[src/rtl/alu_pkg.sv]
`default_nettype none
// +--------------------------------------------------------------------+
// | Package    : alu_pkg                                               |
// | Description: Opcode encodings, port identifiers and the opcode     |
// |              legality check shared by the ALU arbiter files.       |
// | Revision   : 1.0  initial release                                  |
// +--------------------------------------------------------------------+
package alu_pkg;

  localparam logic [3:0] ALU_AND = 4'b0000;
  localparam logic [3:0] ALU_OR  = 4'b0001;
  localparam logic [3:0] ALU_ADD = 4'b0010;
  localparam logic [3:0] ALU_SUB = 4'b0110;
  localparam logic [3:0] ALU_SLT = 4'b0111;
  localparam logic [3:0] ALU_NOR = 4'b1100;

  localparam logic PORT_A = 1'b0;
  localparam logic PORT_B = 1'b1;

  // True for the six opcodes the ALU implements; anything else is
  // still issued but reported back as an error.
  function automatic logic is_legal_op(input logic [3:0] op);
    logic legal;
    legal = 1'b0;
    case (op)
      ALU_AND, ALU_OR, ALU_ADD, ALU_SUB, ALU_SLT, ALU_NOR: legal = 1'b1;
      default:                                             legal = 1'b0;
    endcase
    return legal;
  endfunction

endpackage
`default_nettype wire

[src/rtl/alu_resp_reg.sv]
`default_nettype none
// +--------------------------------------------------------------------+
// | Module     : alu_resp_reg                                          |
// | Description: Per-port response holding register. Captures an ALU  |
// |              result and holds it until the port accepts it.        |
// | Revision   : 1.0  initial release                                  |
// +--------------------------------------------------------------------+
module alu_resp_reg #(
  parameter int DATA_W = 32
) (
  input  logic              clk,
  input  logic              rst_n,
  input  logic              capture,
  input  logic [DATA_W-1:0] cap_data,
  input  logic              cap_zero,
  input  logic              cap_err,
  input  logic              resp_ready,
  output logic              resp_valid,
  output logic [DATA_W-1:0] resp_data,
  output logic              resp_zero,
  output logic              resp_err
);

  logic              r_valid;
  logic [DATA_W-1:0] r_data;
  logic              r_zero;
  logic              r_err;

  // Capture has priority over drain so a result arriving while the old
  // one is being accepted replaces it and keeps valid asserted.
  always_ff @(posedge clk or negedge rst_n) begin
    if (!rst_n) begin
      r_valid <= 1'b0;
      r_data  <= '0;
      r_zero  <= 1'b0;
      r_err   <= 1'b0;
    end else if (capture) begin
      r_valid <= 1'b1;
      r_data  <= cap_data;
      r_zero  <= cap_zero;
      r_err   <= cap_err;
    end else if (r_valid && resp_ready) begin
      r_valid <= 1'b0;
    end
  end

  assign resp_valid = r_valid;
  assign resp_data  = r_data;
  assign resp_zero  = r_zero;
  assign resp_err   = r_err;

endmodule
`default_nettype wire

[src/rtl/alu_arbiter.sv]
`default_nettype none
// +--------------------------------------------------------------------+
// | Module     : alu_arbiter                                           |
// | Description: Round-robin sharing of one registered ALU between two |
// |              requesters, with per-port response registers and an   |
// |              issued-operation counter.                             |
// | Revision   : 1.0  initial release                                  |
// +--------------------------------------------------------------------+
module alu_arbiter
  import alu_pkg::*;
#(
  parameter int DATA_W = 32,
  parameter int OP_W   = 4,
  parameter int CNT_W  = 16
) (
  input  logic              clk,
  input  logic              rst_n,
  // port A
  input  logic              a_req_valid,
  output logic              a_req_ready,
  input  logic [OP_W-1:0]   a_req_op,
  input  logic [DATA_W-1:0] a_req_opnd1,
  input  logic [DATA_W-1:0] a_req_opnd2,
  output logic              a_resp_valid,
  input  logic              a_resp_ready,
  output logic [DATA_W-1:0] a_resp_data,
  output logic              a_resp_zero,
  output logic              a_resp_err,
  // port B
  input  logic              b_req_valid,
  output logic              b_req_ready,
  input  logic [OP_W-1:0]   b_req_op,
  input  logic [DATA_W-1:0] b_req_opnd1,
  input  logic [DATA_W-1:0] b_req_opnd2,
  output logic              b_resp_valid,
  input  logic              b_resp_ready,
  output logic [DATA_W-1:0] b_resp_data,
  output logic              b_resp_zero,
  output logic              b_resp_err,
  // ALU interface
  output logic [OP_W-1:0]   alu_op,
  output logic [DATA_W-1:0] alu_opnd1,
  output logic [DATA_W-1:0] alu_opnd2,
  input  logic [DATA_W-1:0] alu_out,
  input  logic              alu_zero,
  output logic [CNT_W-1:0]  issued_cnt
);

  logic             r_inflight;
  logic             r_owner;
  logic             r_rr_last;
  logic             r_err_pend;
  logic [CNT_W-1:0] r_issued_cnt;

  logic w_inflight_a, w_inflight_b;
  logic w_elig_a, w_elig_b;
  logic w_gnt_a, w_gnt_b, w_gnt_any;

  assign w_inflight_a = r_inflight && (r_owner == PORT_A);
  assign w_inflight_b = r_inflight && (r_owner == PORT_B);

  // A port may not issue while its own op is in flight or while its
  // response register holds data that will not be drained this cycle.
  assign w_elig_a = a_req_valid && !w_inflight_a && (!a_resp_valid || a_resp_ready);
  assign w_elig_b = b_req_valid && !w_inflight_b && (!b_resp_valid || b_resp_ready);

  assign w_gnt_a   = w_elig_a && (!w_elig_b || (r_rr_last == PORT_B));
  assign w_gnt_b   = w_elig_b && !w_gnt_a;
  assign w_gnt_any = w_gnt_a || w_gnt_b;

  assign a_req_ready = w_gnt_a;
  assign b_req_ready = w_gnt_b;

  // Drive the ALU from the granted port; idle cycles present an AND of zeros.
  always_comb begin
    alu_op    = '0;
    alu_opnd1 = '0;
    alu_opnd2 = '0;
    if (w_gnt_a) begin
      alu_op    = a_req_op;
      alu_opnd1 = a_req_opnd1;
      alu_opnd2 = a_req_opnd2;
    end else if (w_gnt_b) begin
      alu_op    = b_req_op;
      alu_opnd1 = b_req_opnd1;
      alu_opnd2 = b_req_opnd2;
    end
  end

  // Issue bookkeeping: owner, fairness pointer, error flag and op count.
  always_ff @(posedge clk or negedge rst_n) begin
    if (!rst_n) begin
      r_inflight   <= 1'b0;
      r_owner      <= PORT_A;
      r_rr_last    <= PORT_B;
      r_err_pend   <= 1'b0;
      r_issued_cnt <= '0;
    end else if (w_gnt_any) begin
      r_inflight   <= 1'b1;
      r_owner      <= w_gnt_b ? PORT_B : PORT_A;
      r_rr_last    <= w_gnt_b ? PORT_B : PORT_A;
      r_err_pend   <= !is_legal_op(alu_op);
      r_issued_cnt <= r_issued_cnt + 1'b1;
    end else begin
      r_inflight   <= 1'b0;
    end
  end

  assign issued_cnt = r_issued_cnt;

  alu_resp_reg #(.DATA_W(DATA_W)) u_resp_a (
    .clk        (clk),
    .rst_n      (rst_n),
    .capture    (w_inflight_a),
    .cap_data   (alu_out),
    .cap_zero   (alu_zero),
    .cap_err    (r_err_pend),
    .resp_ready (a_resp_ready),
    .resp_valid (a_resp_valid),
    .resp_data  (a_resp_data),
    .resp_zero  (a_resp_zero),
    .resp_err   (a_resp_err)
  );

  alu_resp_reg #(.DATA_W(DATA_W)) u_resp_b (
    .clk        (clk),
    .rst_n      (rst_n),
    .capture    (w_inflight_b),
    .cap_data   (alu_out),
    .cap_zero   (alu_zero),
    .cap_err    (r_err_pend),
    .resp_ready (b_resp_ready),
    .resp_valid (b_resp_valid),
    .resp_data  (b_resp_data),
    .resp_zero  (b_resp_zero),
    .resp_err   (b_resp_err)
  );

endmodule
`default_nettype wire
[config.mk]
export PLATFORM = sky130hd
export DESIGN_NAME = alu_arbiter
export DESIGN_NICKNAME = d
export VERILOG_FILES = /design/src/rtl/alu_pkg.sv /design/src/rtl/alu_resp_reg.sv /design/src/rtl/alu_arbiter.sv
export SDC_FILE = /design/constraint.sdc
export NUM_CORES = 1
export LEC_CHECK = 0
export ABC_AREA = 1
export BUFFER_PORTS_ARGS = -buffer_cell sky130_fd_sc_hd__buf_2
export CAP_MARGIN = 25
export CORE_MARGIN = 4
export CORE_UTILIZATION = 30
export CTS_CLUSTER_SIZE = 40
export DETAILED_ROUTE_END_ITERATION = 8
export PLACE_DENSITY_LB_ADDON = 0.3
export SLEW_MARGIN = 0
export SYNTH_ARGS = -nofsm -noshare
export SYNTH_HDL_FRONTEND = slang
export SYNTH_HIERARCHICAL = 1
export SYNTH_SLANG_ARGS = --single-unit
[constraint.sdc]
create_clock -name clk -period 1.5 [get_ports clk]
set_input_delay 0.075 -clock clk [delete_from_list [all_inputs] [get_ports clk]]
set_output_delay 0.075 -clock clk [all_outputs]
set_load 0.02 [all_outputs]
Yosys cells after proc, flatten, opt, wreduce, memory -nomap -nowiden
Index checks and enable logic that the tools add are counted.
{ "op_classes": {"add_sub_neg": 1, "n_eq_ne": 5, "muxes": 14, "n_bitwise": 1, "reduce_logical": 25} }
{ "op_table": {"columns": ["op", "n"], "rows": [
  ["$mux W32", 4],
  ["$add A16 B1 Y16 const B", 1],
  ["$logic_and A1 B1 Y1", 10],
  ["$eq A4 B3 Y1 const B", 2],
  ["$mux W1", 8],
  ["$mux W4", 2],
  ["$logic_not A1 Y1", 7],
  ["$reduce_or A6 Y1", 1],
  ["$eq A4 B1 Y1 const B", 1],
  ["$eq A4 B2 Y1 const B", 1],
  ["$eq A4 B4 Y1 const B", 1],
  ["$logic_not A4 Y1", 1],
  ["$logic_or A1 B1 Y1", 4],
  ["$reduce_bool A2 Y1", 2],
  ["$not A1 Y1", 1]
]} }
{ "totals": {"regBits": 90, "input_bits": 175, "out_inout_bits": 156} }

Logic depth before layout (Yosys ltp)
Gate-level depths: netlist of the first run.
{ "logic_depth": {"ltp_word": 16, "ltp_mapped": 13, "ltp_nobuf": 13} }

Cells and area by module
Netlist of the first run, hierarchy kept.
{ "by_module_without_submodules": {"columns": ["mod", "n_inst", "cells_per_inst", "area_per_inst_um2", "seq_area_each_um2"], "rows": [
  ["alu_resp_reg", 2, 148, 1375.1, 875.8],
  ["alu_arbiter", 1, 224, 1803.0, 501.7]
]} }

Worst setup path before layout of the first run
Ideal clock, no wire load.
{ "synth_path": {"kind": "reg-to-output", "start": "register u_resp_a.r_valid, in the netlist u_resp_a/resp_valid", "end": "output alu_opnd1[24]", "t_arrival_ps": 1502, "t_required_ps": 1425, "path_slack_ps": -77, "path_stages_with_launch": 9, "path_cell_list": "dfrtp_1 inv_1 nor2_1 nor2_4 nand2_4 inv_2 buf_4 buf_2 a22o_1"} }
{ "synth_between": {"elab_chain_cells": 8} }
{ "synth_rtl": {"columns": ["item", "line", "source"], "rows": [
  ["start, declared", "alu_resp_reg.sv:24", "logic r_valid;"],
  ["start signal, assigned", "alu_resp_reg.sv:33", "r_valid <= 1'b0;"],
  ["start signal, assigned", "alu_resp_reg.sv:38", "r_valid <= 1'b1;"],
  ["start signal, assigned", "alu_resp_reg.sv:43", "r_valid <= 1'b0;"],
  ["$logic_not A1 Y1 *", "alu_arbiter.sv:64", "assign w_elig_a = a_req_valid && !w_inflight_a && (!a_resp_valid || a_resp_ready);"],
  ["$logic_or A1 B1 Y1 *", "alu_arbiter.sv:64", null],
  ["$logic_and A1 B1 Y1 *", "alu_arbiter.sv:64", null],
  ["$logic_and A1 B1 Y1 *", "alu_arbiter.sv:67", "assign w_gnt_a = w_elig_a && (!w_elig_b || (r_rr_last == PORT_B));"],
  ["$logic_not A1 Y1", "alu_arbiter.sv:68", "assign w_gnt_b = w_elig_b && !w_gnt_a;"],
  ["$logic_and A1 B1 Y1", "alu_arbiter.sv:68", null],
  ["$mux W32", "alu_arbiter.sv:83", "end else if (w_gnt_b) begin"],
  ["$mux W32 *", "alu_arbiter.sv:79", "if (w_gnt_a) begin"],
  ["end, declared", "alu_arbiter.sv:42", "output logic [DATA_W-1:0] alu_opnd1,"]
]} }
Every way passes the cells marked *; elsewhere a longest branch is shown, timed or not.

Worst setup path in the final report of the first run
{ "layout_path": {"start": "register r_owner", "end": "output alu_opnd2[16]"} }
{ "layout_between": {"elab_chain_cells": 11} }
{ "layout_rtl": {"columns": ["item", "line", "source"], "rows": [
  ["start, declared", "alu_arbiter.sv:50", "logic r_owner;"],
  ["start signal, assigned", "alu_arbiter.sv:100", "r_owner <= w_gnt_b ? PORT_B : PORT_A;"],
  ["$logic_and A1 B1 Y1", "alu_arbiter.sv:60", "assign w_inflight_b = r_inflight && (r_owner == PORT_B);"],
  ["$logic_not A1 Y1", "alu_arbiter.sv:65", "assign w_elig_b = b_req_valid && !w_inflight_b && (!b_resp_valid || b_resp_ready);"],
  ["$logic_and A1 B1 Y1 (2 in a row)", "alu_arbiter.sv:65", null],
  ["$logic_not A1 Y1", "alu_arbiter.sv:67", null],
  ["$logic_or A1 B1 Y1", "alu_arbiter.sv:67", null],
  ["$logic_and A1 B1 Y1", "alu_arbiter.sv:67", null],
  ["$logic_not A1 Y1", "alu_arbiter.sv:68", null],
  ["$logic_and A1 B1 Y1", "alu_arbiter.sv:68", null],
  ["$mux W32", "alu_arbiter.sv:83", null],
  ["$mux W32 *", "alu_arbiter.sv:79", null],
  ["end, declared", "alu_arbiter.sv:43", "output logic [DATA_W-1:0] alu_opnd2,"]
]} }
Marked as above.

==> impl_metrics.sql, run 1 <==
INSERT INTO impl_metrics (metric_group, metric, value, unit) VALUES
('job', 'max-cap-violations', '0', ''),
('cts', 'cts.root.buffer_cell', 'sky130_fd_sc_hd__clkbuf_16', ''),
('setup_path', 'r2r_start', 'r_rr_last', ''),
('logic_synthesis', 'synth.yosys.warnings', '6', ''),
('power_and_ir_drop', 'p_sw_share', '45.5', '%'),
('routing', 'detailedRoute.firstIterationViolations', '235', ''),
('routing', 'routed_wire_length_per_instance', '17.3', 'um'),
('sta', 'fin_ws', '-386', 'ps'),
('setup_path', 'critical_path.startpoint_type', 'flop', ''),
('worst_hold_path', 'end_point_of_the_worst_hold_path', 'r_owner', ''),
('worst_hold_path', 'hold_depth', '3', ''),
('power_and_ir_drop', 'cellPowerDensity', '2140', 'mW/mm^2'),
('logic_synthesis', 'mappedNetlistNets', '696', ''),
('status', 'violations', 'negative setup slack', ''),
('setup_path', 'timing.critical_path.slowest_cell_delay', '400', 'ps'),
('place', 'pre_cts_ws', '-91.3', 'ps'),
('sta', 'rsz0062_at_grt', 'true', ''),
('global_route', 'antenna_found_initial', '14', ''),
('sta', 'relSlewSlack', '69.2', '%'),
('logic_synthesis', 'synth_area_per_cell', '8.76', 'um^2'),
('setup_path', 'cp-end-kind', 'primary output', ''),
('sta', 'fmax', '0.530', 'GHz'),
('global_route', 'globalRouteOverflowTotal', '0', ''),
('logic_synthesis', 'synth_top_cells_by_area', 'sky130_fd_sc_hd__dfrtp_1 49%, sky130_fd_sc_hd__nand2_1 19%, sky130_fd_sc_hd__a22o_1 12%', ''),
('die', 'design.core.area', '0.0147', 'mm^2'),
('cells_and_area', 'layout_common_cells', '307 x sky130_fd_sc_hd__buf_2, 214 x sky130_fd_sc_hd__nand2_1, 86 x sky130_fd_sc_hd__dfrtp_1, 47 x sky130_fd_sc_hd__buf_4, 41 x sky130_fd_sc_hd__a22o_4', ''),
('global_route', 'grt_start_max_net_pins', '36', ''),
('cells_and_area', 'layout-drive-gt1-share', '54.3', '%'),
('routing', 'detailroute.via_count', '5164', ''),
('sta', 'slew_at_the_pin_closest_to_its_max_slew_limit', '463', 'ps'),
('place', 'gpl.final_weighted_congestion', '0.842', ''),
('worst_hold_path', 'hp-class', 'primary input to flop', ''),
('die', 'die_w', '131', 'um'),
('setup_path', 'reg2reg_to', 'issued_cnt[13]', ''),
('routing', 'viasPerCell', '4.62', ''),
('sta', 'fin_skew', '7.86', 'ps'),
('routing', 'finalWirelength', '19.3', 'mm'),
('setup_path', 'regToRegSetupSlack', '-260', 'ps'),
('cells_and_area', 'final_core_utilization', '55.6', '%'),
('die', 'floorplan.io_pins', '331', ''),
('place', 'detailed_place_hpwl', '14.6', 'mm'),
('global_route', 'groute.usage.overall', '21.5', '%'),
('setup_path', 'reg2reg_depth', '13', ''),
('global_route', 'vias_in_the_first_global_route', '5341', ''),
('logic_synthesis', 'ys_seq_elements', '90', ''),
('routing', 'antenna_left', '0', ''),
('sta', 'setup-tns-final', '-26030', 'ps'),
('sta', 'final_count_of_pins_violating_max_slew', '0', ''),
('cts', 'clock_tree_from_tritoncts', 'yes', ''),
('setup_path', 'arrival', '1810', 'ps'),
('setup_path', 'crit_fanout', '23', ''),
('cells_and_area', 'most_common_cell_after_layout_fill_and_taps_aside', 'sky130_fd_sc_hd__buf_2', ''),
('sta', 'finalHoldViolations', '0', ''),
('cts', 'insertion_delay', '330', 'ps'),
('cts', 'cts-buffers-inserted', '9', ''),
('global_route', 'wire_length_of_the_first_global_routing_pass', '29.8', 'mm'),
('power_and_ir_drop', 'p_seq_share', '24.6', '%'),
('sta', 'period_minus_slack', '1890', 'ps'),
('cts', 'max-clock-path-buffers', '2', ''),
('setup_path', 'crit_type', 'flop to primary output', ''),
('die', 'die-height', '131', 'um'),
('power_and_ir_drop', 'power_leakage', '4.61', 'nW'),
('logic_synthesis', 'yosys.cell_types.count', '29', ''),
('cts', 'cts_max_level', '3', ''),
('place', 'port_buffers', '330', ''),
('setup_path', 'slowest_stage', 'sky130_fd_sc_hd__dfrtp_1', ''),
('die', 'die_area', '0.0172', 'mm^2'),
('power_and_ir_drop', 'clock_power_share', '14.3', '%'),
('status', 'status', 'complete, but fails checks', ''),
('worst_hold_path', 'hold_path.startpoint', 'b_req_valid', ''),
('sta', 'setup-violations-final', '81', '');
## critical path: cells and delay by family (launching register included)
| kind | cells | cell delay [ps] |
|---|---|---|
| AOI/OAI and AO/OA | 1 | 260 |
| DFF | 1 | 400 |
| buffers and inverters | 4 | 530 |
| and+or+nand+nor | 4 | 300 |
## area by class of cell
cell class              count  area [um^2]
clock inverters             6         96.3
fillers                  1348         6530
well taps                 184          230
clock buffers              10          239
flip-flops and latches     90         2260
multi-input cells         373         2460
repair buffers            419         2730
inverters                  28          144
diodes                      7         17.5
## per-layer routing
layer  vias to the layer above  GRT usage, %  wire length, um
li1                       2507             -                -
met1                      2388          24.8             7500
met2                       218          36.8             9630
met3                        39          8.41             1710
met4                        12          6.77              361
met5                         -             0               80
## worst max-delay path by stage
| stage | startpoint | end | slack (ps) | cells after the start |
|---|---|---|---|---|
| floorplan | u_resp_a/resp_valid | alu_opnd2[10] | -10 | 9 |
| finish | r_owner | alu_opnd2[16] | -390 | 9 |
| CTS | r_inflight | alu_opnd2[16] | -390 | 7 |
| global route | r_owner | alu_opnd2[16] | -470 | 9 |
| global placement | r_inflight | alu_opnd1[30] | -60 | 7 |
| detailed placement | r_inflight | alu_opnd1[30] | -90 | 7 |
## metrics by stage
| stage | power [mW] | std cells | area, um^2 |
|---|---|---|---|
| detailed placement | 13.8 | 1042 | 6950 |
| finish | 17.4 | 1117 | 8170 |
| floorplan | 10.7 | 520 | 4960 |
| CTS | 16.9 | 1102 | 7840 |
| global route | 18.6 | 1117 | 8170 |
| global placement | 13.7 | 1042 | 6950 |
## power by group through the flow
stage               clock network (mW)  logic, mW  registers [mW]
finish                            2.50       10.7            4.29
global route                      2.68       11.5            4.45
CTS                               2.56       10.1            4.28
detailed placement                   0       9.52            4.30
global placement                     0       9.43            4.27
floorplan                            0       5.13            5.61
## what timing repair did
action / in CTS / in global routing
hold buffers: 36 / 0
buffers inserted: 5 / 6
gates cloned: 3 / 3
hold endpoints to repair: 99 / 0
resized for setup: 26 / 61
endpoints found under the setup margin: 72 / 84
pin swaps: 6 / 9
## logic make-up after synthesis
logic type	after synthesis	share of synthesized area, %
AO/OA/AOI/OAI	72	13.2
buffers and inverters	57	7.64
flip-flops	90	49.5
adder cells (fa/ha/maj)	1	0.275
AND/OR/NAND/NOR	287	26.9
XOR/XNOR	13	2.50
## flip-flops by register name, indices dropped and copies added (netlist names)
name	count
u_resp_b/resp_data	32
u_resp_b/resp_err	1
r_owner	1
u_resp_a/resp_err	1
r_rr_last	1
r_err_pend	1
u_resp_b/resp_valid	1
u_resp_b/resp_zero	1
u_resp_a/resp_valid	1
issued_cnt	16
r_inflight	1
u_resp_a/resp_data	32
u_resp_a/resp_zero	1
## synthesized netlist by cell type
library cell                 n
sky130_fd_sc_hd__nand2_1   230
sky130_fd_sc_hd__dfrtp_1    89
sky130_fd_sc_hd__a22o_1     64
sky130_fd_sc_hd__inv_1      24
sky130_fd_sc_hd__nand2_2    19
sky130_fd_sc_hd__nand3_1    12
sky130_fd_sc_hd__buf_2      11
sky130_fd_sc_hd__xor2_1     11
sky130_fd_sc_hd__buf_4       8
sky130_fd_sc_hd__buf_6       7
sky130_fd_sc_hd__nor2_1      7
sky130_fd_sc_hd__o21ai_0     6
sky130_fd_sc_hd__nand4_1     5
sky130_fd_sc_hd__nand2_4     3
sky130_fd_sc_hd__nor2_4      3
sky130_fd_sc_hd__buf_8       2
sky130_fd_sc_hd__inv_2       2
sky130_fd_sc_hd__inv_8       2
sky130_fd_sc_hd__nand3b_1    2
sky130_fd_sc_hd__nor3_1      2
sky130_fd_sc_hd__nor4_1      2
sky130_fd_sc_hd__xnor2_1     2
sky130_fd_sc_hd__a21oi_1     1
sky130_fd_sc_hd__a31oi_1     1
sky130_fd_sc_hd__clkbuf_1    1
sky130_fd_sc_hd__dfstp_2     1
sky130_fd_sc_hd__ha_1        1
sky130_fd_sc_hd__nand4_2     1
sky130_fd_sc_hd__nor2_2      1
(Power assumes the default switching activity.)
==> inputs of run 2 (changes only) <==
--- a/config.mk
+++ b/config.mk
@@ -5,11 +5,11 @@
 export SDC_FILE = /design/constraint.sdc
 export NUM_CORES = 1
 export LEC_CHECK = 0
-export ABC_AREA = 1
 export BUFFER_PORTS_ARGS = -buffer_cell sky130_fd_sc_hd__buf_2
 export CAP_MARGIN = 25
 export CORE_MARGIN = 4
 export CORE_UTILIZATION = 30
+export CTS_CLUSTER_DIAMETER = 30
 export CTS_CLUSTER_SIZE = 40
 export DETAILED_ROUTE_END_ITERATION = 8
 export PLACE_DENSITY_LB_ADDON = 0.3
==> run 2 against run 1 <==
  * The run still ends with negative setup slack left
  * Combinational power increased by 13%
  * Clock-buffer cell count is 1 lower
  * Sequential power about the same
  * Sequential share of layout area decreased by 1.2 points
  * Clock power down 14%
  * Final area is 4.5% higher
  * Core utilization grew 2.7 points
  * Total power up 6.2%
==> impl_metrics.sql, run 2 <==
INSERT INTO impl_metrics (metric_group, metric, value, unit) VALUES
('power_and_ir_drop', 'clock_power_share', '11.7', '%'),
('setup_path', 'critPathTopFamily', 'flip-flops', ''),
('setup_path', 'timing.critical_path.from', 'r_rr_last', ''),
('power_and_ir_drop', 'post-layout-total-power', '18.5', 'mW'),
('setup_path', 'cp.buffers_inverters', '3', ''),
('logic_synthesis', 'synth-xor-area-share', '2.92', '%'),
('logic_synthesis', 'yosys.cell_types.count', '32', ''),
('cells_and_area', 'areaGrowthSynthToFinish', '89.6', '%'),
('logic_synthesis', 'netlist_area', '0.00450', 'mm^2'),
('logic_synthesis', 'synth_area_per_cell', '14.3', 'um^2'),
('cts', 'clock_tree_from_tritoncts', 'yes', ''),
('logic_synthesis', 'yosysTopAreaCell', 'sky130_fd_sc_hd__dfrtp_1', ''),
('setup_path', 'cp-end-kind', 'primary output', ''),
('logic_synthesis', 'synth_top_cells_by_area', 'sky130_fd_sc_hd__dfrtp_1 49%, sky130_fd_sc_hd__mux2_4 19%, sky130_fd_sc_hd__a22o_1 13%', ''),
('setup_path', 'reg2reg_depth', '8', ''),
('cells_and_area', 'layout-drive-gt1-share', '75.4', '%'),
('power_and_ir_drop', 'power.ir.vdd_worst', '0.000993', 'V'),
('sta', 'rsz0062_at_grt', 'true', ''),
('global_route', 'groute.usage.overall', '20.0', '%'),
('logic_synthesis', 'synth_top_family_by_area', 'multiplexers', ''),
('sta', 'finalHoldViolations', '0', ''),
('cells_and_area', 'final_core_utilization', '58.3', '%'),
('sta', 'final_count_of_pins_violating_max_slew', '0', ''),
('job', 'max-cap-violations', '0', ''),
('worst_hold_path', 'end_point_of_the_worst_hold_path', 'u_resp_b/resp_valid', ''),
('sta', 'layout_worst_path_cycle_share', '136', '%'),
('die', 'die_w', '131', 'um'),
('cts', 'cts-buffers-inserted', '9', ''),
('cts', 'cts_max_level', '3', ''),
('setup_path', 'cp.required', '1420', 'ps'),
('setup_path', 'worstPathCellList', 'and4b_2 -> nor2_4 -> buf_4 -> clkbuf_16 -> a22o_4 -> buf_6', ''),
('logic_synthesis', 'postSynth.topFlopCell', 'sky130_fd_sc_hd__dfrtp_1', ''),
('die', 'core.rowCount', '44', ''),
('worst_hold_path', 'hold_depth', '3', ''),
('sta', 'fmax', '0.490', 'GHz'),
('sta', 'slew_at_the_pin_closest_to_its_max_slew_limit', '392', 'ps'),
('cells_and_area', 'instances_no_fill', '917', ''),
('logic_synthesis', 'ys_seq_elements', '90', ''),
('cts', 'clkTransAtPathRegs', '70', 'ps'),
('sta', 'fin_skew', '7.48', 'ps'),
('die', 'starting_density_of_the_core', '30.8', '%'),
('logic_synthesis', 'synth.area.mux_share', '22.1', '%'),
('place', 'placement.cell_area', '0.00698', 'mm^2'),
('place', 'detailed_place_hpwl', '13.9', 'mm'),
('power_and_ir_drop', 'power_frac_comb', '65.3', '%'),
('logic_synthesis', 'synth_compound_area_share', '14.3', '%'),
('global_route', 'grt_start_max_net_pins', '40', ''),
('cts', 'insertion_delay', '340', 'ps'),
('logic_synthesis', 'synth-edff-count', '0', ''),
('setup_path', 'timing.critical_path.slowest_cell_delay', '540', 'ps'),
('worst_hold_path', 'hp-class', 'primary input to flop', ''),
('setup_path', 'crit_fanout', '10', ''),
('setup_path', 'r2r_start', 'r_owner', ''),
('cts', 'max-clock-path-buffers', '2', ''),
('setup_path', 'crit_type', 'flop to primary output', ''),
('routing', 'antenna_left', '0', ''),
('logic_synthesis', 'post-synth-top-area-fraction', '49.5', '%'),
('cells_and_area', 'nets', '902', ''),
('sta', 'relSlewSlack', '73.9', '%'),
('logic_synthesis', 'basic_gate_share_of_the_synthesized_area_counting_and_or_nand_and_nor_cells', '5.08', '%'),
('logic_synthesis', 'synth.yosys.warnings', '6', ''),
('routing', 'detailroute.via_count', '4364', ''),
('worst_hold_path', 'hold_path.startpoint', 'b_resp_ready', ''),
('logic_synthesis', 'yosys-top-cells-count', '89 x sky130_fd_sc_hd__dfrtp_1, 67 x sky130_fd_sc_hd__a22o_1, 58 x sky130_fd_sc_hd__mux2_4, 15 x sky130_fd_sc_hd__buf_2, 13 x sky130_fd_sc_hd__xnor2_1', ''),
('power_and_ir_drop', 'power_leakage', '4.44', 'nW'),
('logic_synthesis', 'mappedNetlistNets', '491', ''),
('setup_path', 'arrival', '1960', 'ps'),
('cells_and_area', 'layout_common_cells', '260 x sky130_fd_sc_hd__buf_2, 83 x sky130_fd_sc_hd__dfrtp_1, 68 x sky130_fd_sc_hd__buf_6, 58 x sky130_fd_sc_hd__mux2_4, 53 x sky130_fd_sc_hd__a22o_4', ''),
('die', 'die-height', '131', 'um'),
('status', 'status', 'complete, but fails checks', ''),
('power_and_ir_drop', 'total_switching_power', '7.34', 'mW'),
('sta', 'fin_ws', '-539', 'ps'),
('place', 'pre_cts_ws', '-238', 'ps'),
('routing', 'drc_errors', '0', ''),
('global_route', 'antenna_found_initial', '4', ''),
('cells_and_area', 'most_common_cell_after_layout_fill_and_taps_aside', 'sky130_fd_sc_hd__buf_2', ''),
('power_and_ir_drop', 'p_sw_share', '39.6', '%'),
('routing', 'viasPerCell', '4.76', ''),
('cts', 'tritoncts_num_sinks', '90', ''),
('sta', 'period_minus_slack', '2040', 'ps'),
('global_route', 'vias_in_the_first_global_route', '4612', ''),
('cells_and_area', 'final_area', '0.00854', 'mm^2'),
('logic_synthesis', 'synth_most_common_cell', 'sky130_fd_sc_hd__dfrtp_1', ''),
('routing', 'drtPass1Iterations', '4', ''),
('logic_synthesis', 'postSynthCellCount', '315', ''),
('die', 'floorplan.io_pins', '331', ''),
('power_and_ir_drop', 'internal-power', '11.2', 'mW'),
('setup_path', 'slowest_stage', 'sky130_fd_sc_hd__dfstp_2', ''),
('global_route', 'globalRouteOverflowTotal', '0', ''),
('routing', 'routed_wire_length_per_instance', '21.1', 'um'),
('global_route', 'wire_length_of_the_first_global_routing_pass', '26.3', 'mm'),
('sta', 'setup-violations-final', '82', ''),
('routing', 'finalWirelength', '19.3', 'mm'),
('setup_path', 'critical_path.startpoint_type', 'flop', ''),
('setup_path', 'reg2reg_to', 'r_err_pend', ''),
('die', 'die_area', '0.0170', 'mm^2'),
('place', 'gpl.final_weighted_congestion', '0.897', ''),
('cts', 'cts.root.buffer_cell', 'sky130_fd_sc_hd__clkbuf_16', ''),
('logic_synthesis', 'seq_area_frac_synth', '50.0', '%'),
('status', 'violations', 'negative setup slack', ''),
('place', 'port_buffers', '330', ''),
('logic_synthesis', 'synth_adder_area_share', '0.278', '%'),
('place', 'dpl.cell_count', '837', ''),
('die', 'design.core.area', '0.0146', 'mm^2'),
('routing', 'detailedRoute.firstIterationViolations', '94', ''),
('power_and_ir_drop', 'p_seq_share', '23.1', '%'),
('cells_and_area', 'filler_cell_count', '1190', ''),
('power_and_ir_drop', 'cellPowerDensity', '2170', 'mW/mm^2'),
('setup_path', 'regToRegSetupSlack', '-360', 'ps'),
('logic_synthesis', 'synth-async-reset-ratio', '100', '%');
-- run 2: cell types whose count changed after synthesis, sizes merged, moves of 4 or more --
cell and change:
mux2 +69, inv -23, xor2 -9, nand2 -242, buf -5, nor2 -8, xnor2 +11, nand3 -4
o21ai -6
-- run 2: logic make-up after synthesis --
logic type                 after synthesis
AOI/OAI and AO/OA                       74
xor gates and xnor gates                15
adders and majority gates                1
buffers and inverters                   29
DFF                                     90
muxes                                   69
and+or+nand+nor                         37
-- run 2: power by group through the flow --
stage	logic [mW]	clock network [mW]	registers (mW)
floorplan	5.69	0	5.58
finish	12.1	2.16	4.27
global route	12.7	2.32	4.42
global placement	9.73	0	4.22
CTS	11.2	2.23	4.26
detailed placement	9.84	0	4.28
-- run 2: repair_timing --
item / in CTS / in global routing
setup buffers: 9 / 7
setup endpoints to repair: 113 / 147
endpoints found under the hold margin: 88 / 1
gates cloned: 1 / 11
pin swaps: 5 / 24
resized for setup: 147 / 16
hold buffers: 33 / 1
-- run 2: worst register-to-register path, stage by stage (launching register included) --
cell                      delay (ps)
sky130_fd_sc_hd__dfrtp_2         440
sky130_fd_sc_hd__nand2_2          80
sky130_fd_sc_hd__and4b_2         270
sky130_fd_sc_hd__nor2_4           80
sky130_fd_sc_hd__buf_4           140
sky130_fd_sc_hd__buf_6           100
sky130_fd_sc_hd__a22o_4          250
sky130_fd_sc_hd__o31ai_2         230
sky130_fd_sc_hd__nand4_1         130
-- run 2: worst max-delay path by stage --
stage,endpoint,slack [ps],cells after the start
after floorplan,r_err_pend,-120,6
after CTS,alu_op[2],-530,9
after global routing,alu_opnd1[5],-600,6
final,alu_opnd1[5],-540,6
after global placement,alu_opnd2[17],-190,5
after detailed placement,alu_opnd2[13],-240,5
-- run 2: layout make-up --
cell class / count / area, um^2 / area share [%]
Sequential cell: 90 / 2260 / 26.5
Clock inverter: 7 / 58.8 / 0.689
Clock buffer: 9 / 225 / 2.64
Antenna cell: 2 / 5.00 / 0.0586
Timing Repair Buffer: 424 / 3220 / 37.7
Inverter: 5 / 26.3 / 0.308
Tap cell: 184 / 230 / 2.70
Multi-Input combinational cell: 196 / 2510 / 29.5
-- run 2: layer usage --
metal  GRT usage [%]  vias to the layer above  share of wire, %
met2            36.8                      203                54
met4            6.05                        4               1.9
met3            6.87                       31               8.1
met5               0                        -              0.13
li1                -                     2003                 -
met1            21.6                     2123                36
-- run 2: metrics by stage --
step	hold WS, ps	TNS, ps
after floorplan	-221	-3720
after CTS	0.0523	-34950
after global placement	15.5	-11890
after detailed placement	24.9	-15860
final	17.6	-35050
after global routing	10.9	-41180
==> inputs of run 3 (changes only) <==
--- a/config.mk
+++ b/config.mk
@@ -5,7 +5,7 @@
 export SDC_FILE = /design/constraint.sdc
 export NUM_CORES = 1
 export LEC_CHECK = 0
-export BUFFER_PORTS_ARGS = -buffer_cell sky130_fd_sc_hd__buf_2
+export BUFFER_PORTS_ARGS = -buffer_cell sky130_fd_sc_hd__clkbuf_2
 export CAP_MARGIN = 25
 export CORE_MARGIN = 4
 export CORE_UTILIZATION = 30
==> run 3 against run 2 <==
  * The run still ends with negative setup slack left
  * Final area rose by 7.1%
  * Core utilization rose by 4.2 points
  * Largest power group unchanged
  * Critical path type unchanged
  * Sequential power rose by 2%
  * Critical path depth did not move
  * Highest routed layer is now met4
==> impl_metrics.sql, run 3 (synthesized netlist as in run 2, its figures left out) <==
INSERT INTO impl_metrics (metric_group, metric, value, unit) VALUES
('status', 'status', 'complete, but fails checks', ''),
('status', 'violations', 'negative setup slack', ''),
('cells_and_area', 'layout_common_cells', '259 x sky130_fd_sc_hd__clkbuf_2, 84 x sky130_fd_sc_hd__dfrtp_1, 66 x sky130_fd_sc_hd__mux2_4, 53 x sky130_fd_sc_hd__a22o_4, 37 x sky130_fd_sc_hd__buf_8', ''),
('power_and_ir_drop', 'power.ir.vdd_worst', '0.000985', 'V'),
('cells_and_area', 'areaGrowthSynthToFinish', '103', '%'),
('routing', 'antenna_left', '0', ''),
('routing', 'drtPass1Iterations', '4', ''),
('die', 'die_w', '131', 'um'),
('die', 'design.core.area', '0.0146', 'mm^2'),
('routing', 'finalWirelength', '20.5', 'mm'),
('setup_path', 'cp.buffers_inverters', '3', ''),
('setup_path', 'r2r_start', 'r_owner', ''),
('sta', 'rsz0062_at_grt', 'true', ''),
('cts', 'cts_max_level', '3', ''),
('power_and_ir_drop', 'post-layout-total-power', '20.1', 'mW'),
('sta', 'finalHoldWorstSlack', '4.74', 'ps'),
('power_and_ir_drop', 'p_sw_share', '38.6', '%'),
('setup_path', 'crit_fanout', '9', ''),
('setup_path', 'critPathTopFamily', 'flip-flops', ''),
('setup_path', 'reg2reg_to', 'r_err_pend', ''),
('setup_path', 'cp-end-kind', 'primary output', ''),
('global_route', 'grt_start_max_net_pins', '33', ''),
('sta', 'fmax', '0.492', 'GHz'),
('setup_path', 'timing.critical_path.slowest_cell_delay', '540', 'ps'),
('routing', 'detailedRoute.firstIterationViolations', '99', ''),
('sta', 'slew_at_the_pin_closest_to_its_max_slew_limit', '424', 'ps'),
('cts', 'max-clock-path-buffers', '2', ''),
('place', 'detailed_place_hpwl', '13.6', 'mm'),
('setup_path', 'regToRegSetupSlack', '-360', 'ps'),
('cells_and_area', 'final_core_utilization', '62.5', '%'),
('cts', 'clock_tree_from_tritoncts', 'yes', ''),
('routing', 'viasPerCell', '4.89', ''),
('cts', 'insertion_delay', '340', 'ps'),
('die', 'core.rowCount', '44', ''),
('cts', 'cts-buffers-inserted', '9', ''),
('worst_hold_path', 'hold_path.startpoint', 'alu_out[11]', ''),
('power_and_ir_drop', 'power_frac_comb', '66.3', '%'),
('die', 'starting_density_of_the_core', '30.8', '%'),
('sta', 'fin_skew', '5.60', 'ps'),
('sta', 'relSlewSlack', '71.8', '%'),
('power_and_ir_drop', 'p_seq_share', '21.6', '%'),
('cells_and_area', 'nets', '909', ''),
('sta', 'layout_worst_path_cycle_share', '135', '%'),
('cts', 'tritoncts_num_sinks', '90', ''),
('setup_path', 'slowest_stage', 'sky130_fd_sc_hd__dfstp_2', ''),
('setup_path', 'timing.critical_path.from', 'r_rr_last', ''),
('setup_path', 'reg2reg_depth', '8', ''),
('power_and_ir_drop', 'power_leakage', '4.75', 'nW'),
('global_route', 'globalRouteOverflowTotal', '0', ''),
('worst_hold_path', 'hold_depth', '2', ''),
('cts', 'clkTransAtPathRegs', '60', 'ps'),
('cells_and_area', 'layout-drive-gt1-share', '77.9', '%'),
('sta', 'final_count_of_pins_violating_max_slew', '0', ''),
('worst_hold_path', 'end_point_of_the_worst_hold_path', 'u_resp_b/resp_data[11]', ''),
('place', 'gpl.final_weighted_congestion', '0.906', ''),
('cts', 'cts.root.buffer_cell', 'sky130_fd_sc_hd__clkbuf_16', ''),
('setup_path', 'cp.required', '1420', 'ps'),
('sta', 'period_minus_slack', '2030', 'ps'),
('global_route', 'vias_in_the_first_global_route', '4840', ''),
('die', 'floorplan.io_pins', '331', ''),
('cells_and_area', 'final_area', '0.00915', 'mm^2'),
('global_route', 'antenna_found_initial', '2', ''),
('die', 'die_area', '0.0170', 'mm^2'),
('sta', 'setup-violations-final', '79', ''),
('place', 'placement.cell_area', '0.00698', 'mm^2'),
('routing', 'detailroute.via_count', '4525', ''),
('place', 'port_buffers', '330', ''),
('power_and_ir_drop', 'cellPowerDensity', '2200', 'mW/mm^2'),
('setup_path', 'arrival', '1960', 'ps'),
('global_route', 'wire_length_of_the_first_global_routing_pass', '27.3', 'mm'),
('power_and_ir_drop', 'total_switching_power', '7.77', 'mW'),
('cells_and_area', 'most_common_cell_after_layout_fill_and_taps_aside', 'sky130_fd_sc_hd__clkbuf_2', ''),
('sta', 'setup-tns-final', '-33790', 'ps'),
('sta', 'fin_ws', '-531', 'ps'),
('die', 'die-height', '131', 'um'),
('power_and_ir_drop', 'clock_power_share', '12.2', '%'),
('sta', 'finalHoldViolations', '0', ''),
('routing', 'drc_errors', '0', ''),
('job', 'max-cap-violations', '0', ''),
('routing', 'routed_wire_length_per_instance', '22.2', 'um'),
('setup_path', 'crit_type', 'flop to primary output', ''),
('setup_path', 'worstPathCellList', 'and4b_2 -> nor2_4 -> buf_12 -> clkbuf_16 -> a22o_1 -> clkbuf_8', ''),
('global_route', 'groute.usage.overall', '21.1', '%'),
('worst_hold_path', 'hp-class', 'primary input to flop', ''),
('setup_path', 'critical_path.startpoint_type', 'flop', ''),
('power_and_ir_drop', 'internal-power', '12.4', 'mW');
-- run 3: cell count changes in the layout (fill, tap and decap cells not counted), moves of 8 or more --
cell / before / now
sky130_fd_sc_hd__mux2_2: 11 / 3
sky130_fd_sc_hd__buf_16: 1 / 9
sky130_fd_sc_hd__clkbuf_2: 0 / 259
sky130_fd_sc_hd__buf_6: 68 / 31
sky130_fd_sc_hd__buf_2: 260 / 0
sky130_fd_sc_hd__mux2_4: 58 / 66
sky130_fd_sc_hd__clkbuf_8: 0 / 14
sky130_fd_sc_hd__buf_4: 37 / 28
sky130_fd_sc_hd__buf_8: 4 / 37
-- run 3: per-stage QoR --
step,instances,worst slack [ps]
after floorplan,315,-124
after global placement,834,-188
after detailed placement,834,-217
after CTS,898,-551
after global routing,924,-610
final,925,-531
-- run 3: routing by layer --
metal	vias to the layer above	track usage, %	share of wire [%]
li1	2024	-	-
met1	2254	21.9	34
met2	217	39.3	55
met3	30	7.03	8.0
met4	0	7.92	2.7
met5	-	0	0
-- run 3: worst max path at each step --
stage / cells after the start / endpoint / slack, ps
finish: 6 / alu_opnd2[26] / -530
global route: 7 / alu_opnd1[31] / -610
detailed placement: 7 / issued_cnt[15] / -220
floorplan: 6 / r_err_pend / -120
global placement: 5 / alu_opnd2[31] / -190
CTS: 8 / alu_op[0] / -550
-- run 3: layout make-up --
cell class	instances	area [um^2]
diodes	3	7.51
clock buffers	10	229
clock inverters	6	96.3
fillers	1080	5500
inverters	5	31.3
multi-input cells	196	2660
flip-flops and latches	90	2260
well taps	184	230
repair buffers	431	3640
-- run 3: power groups by stage --
| stage | logic (mW) | clock network (mW) | registers, mW |
|---|---|---|---|
| after floorplan | 5.69 | 0 | 5.58 |
| after global placement | 9.75 | 0 | 4.24 |
| after detailed placement | 9.84 | 0 | 4.31 |
| after CTS | 11.7 | 2.50 | 4.29 |
| after global routing | 14.0 | 2.60 | 4.46 |
| final | 13.3 | 2.45 | 4.34 |
-- run 3: worst reg2reg max path, stage by stage, from the launching register on --
cell and delay, ps:
sky130_fd_sc_hd__dfrtp_1 430, sky130_fd_sc_hd__nor2b_4 200, sky130_fd_sc_hd__nand3b_4 180, sky130_fd_sc_hd__nor2_4 60
sky130_fd_sc_hd__buf_12 160, sky130_fd_sc_hd__buf_6 120, sky130_fd_sc_hd__a22o_4 240, sky130_fd_sc_hd__o31ai_1 230
sky130_fd_sc_hd__nand4_1 120
-- run 3: timing repair --
action | in CTS | in global routing
gates resized for setup | 134 | 131
cloned | 6 | 12
hold buffers | 33 | 0
buffers inserted | 9 | 12
endpoints found under the hold margin | 90 | 0
pin swaps | 6 | 31
setup endpoints to repair | 110 | 144
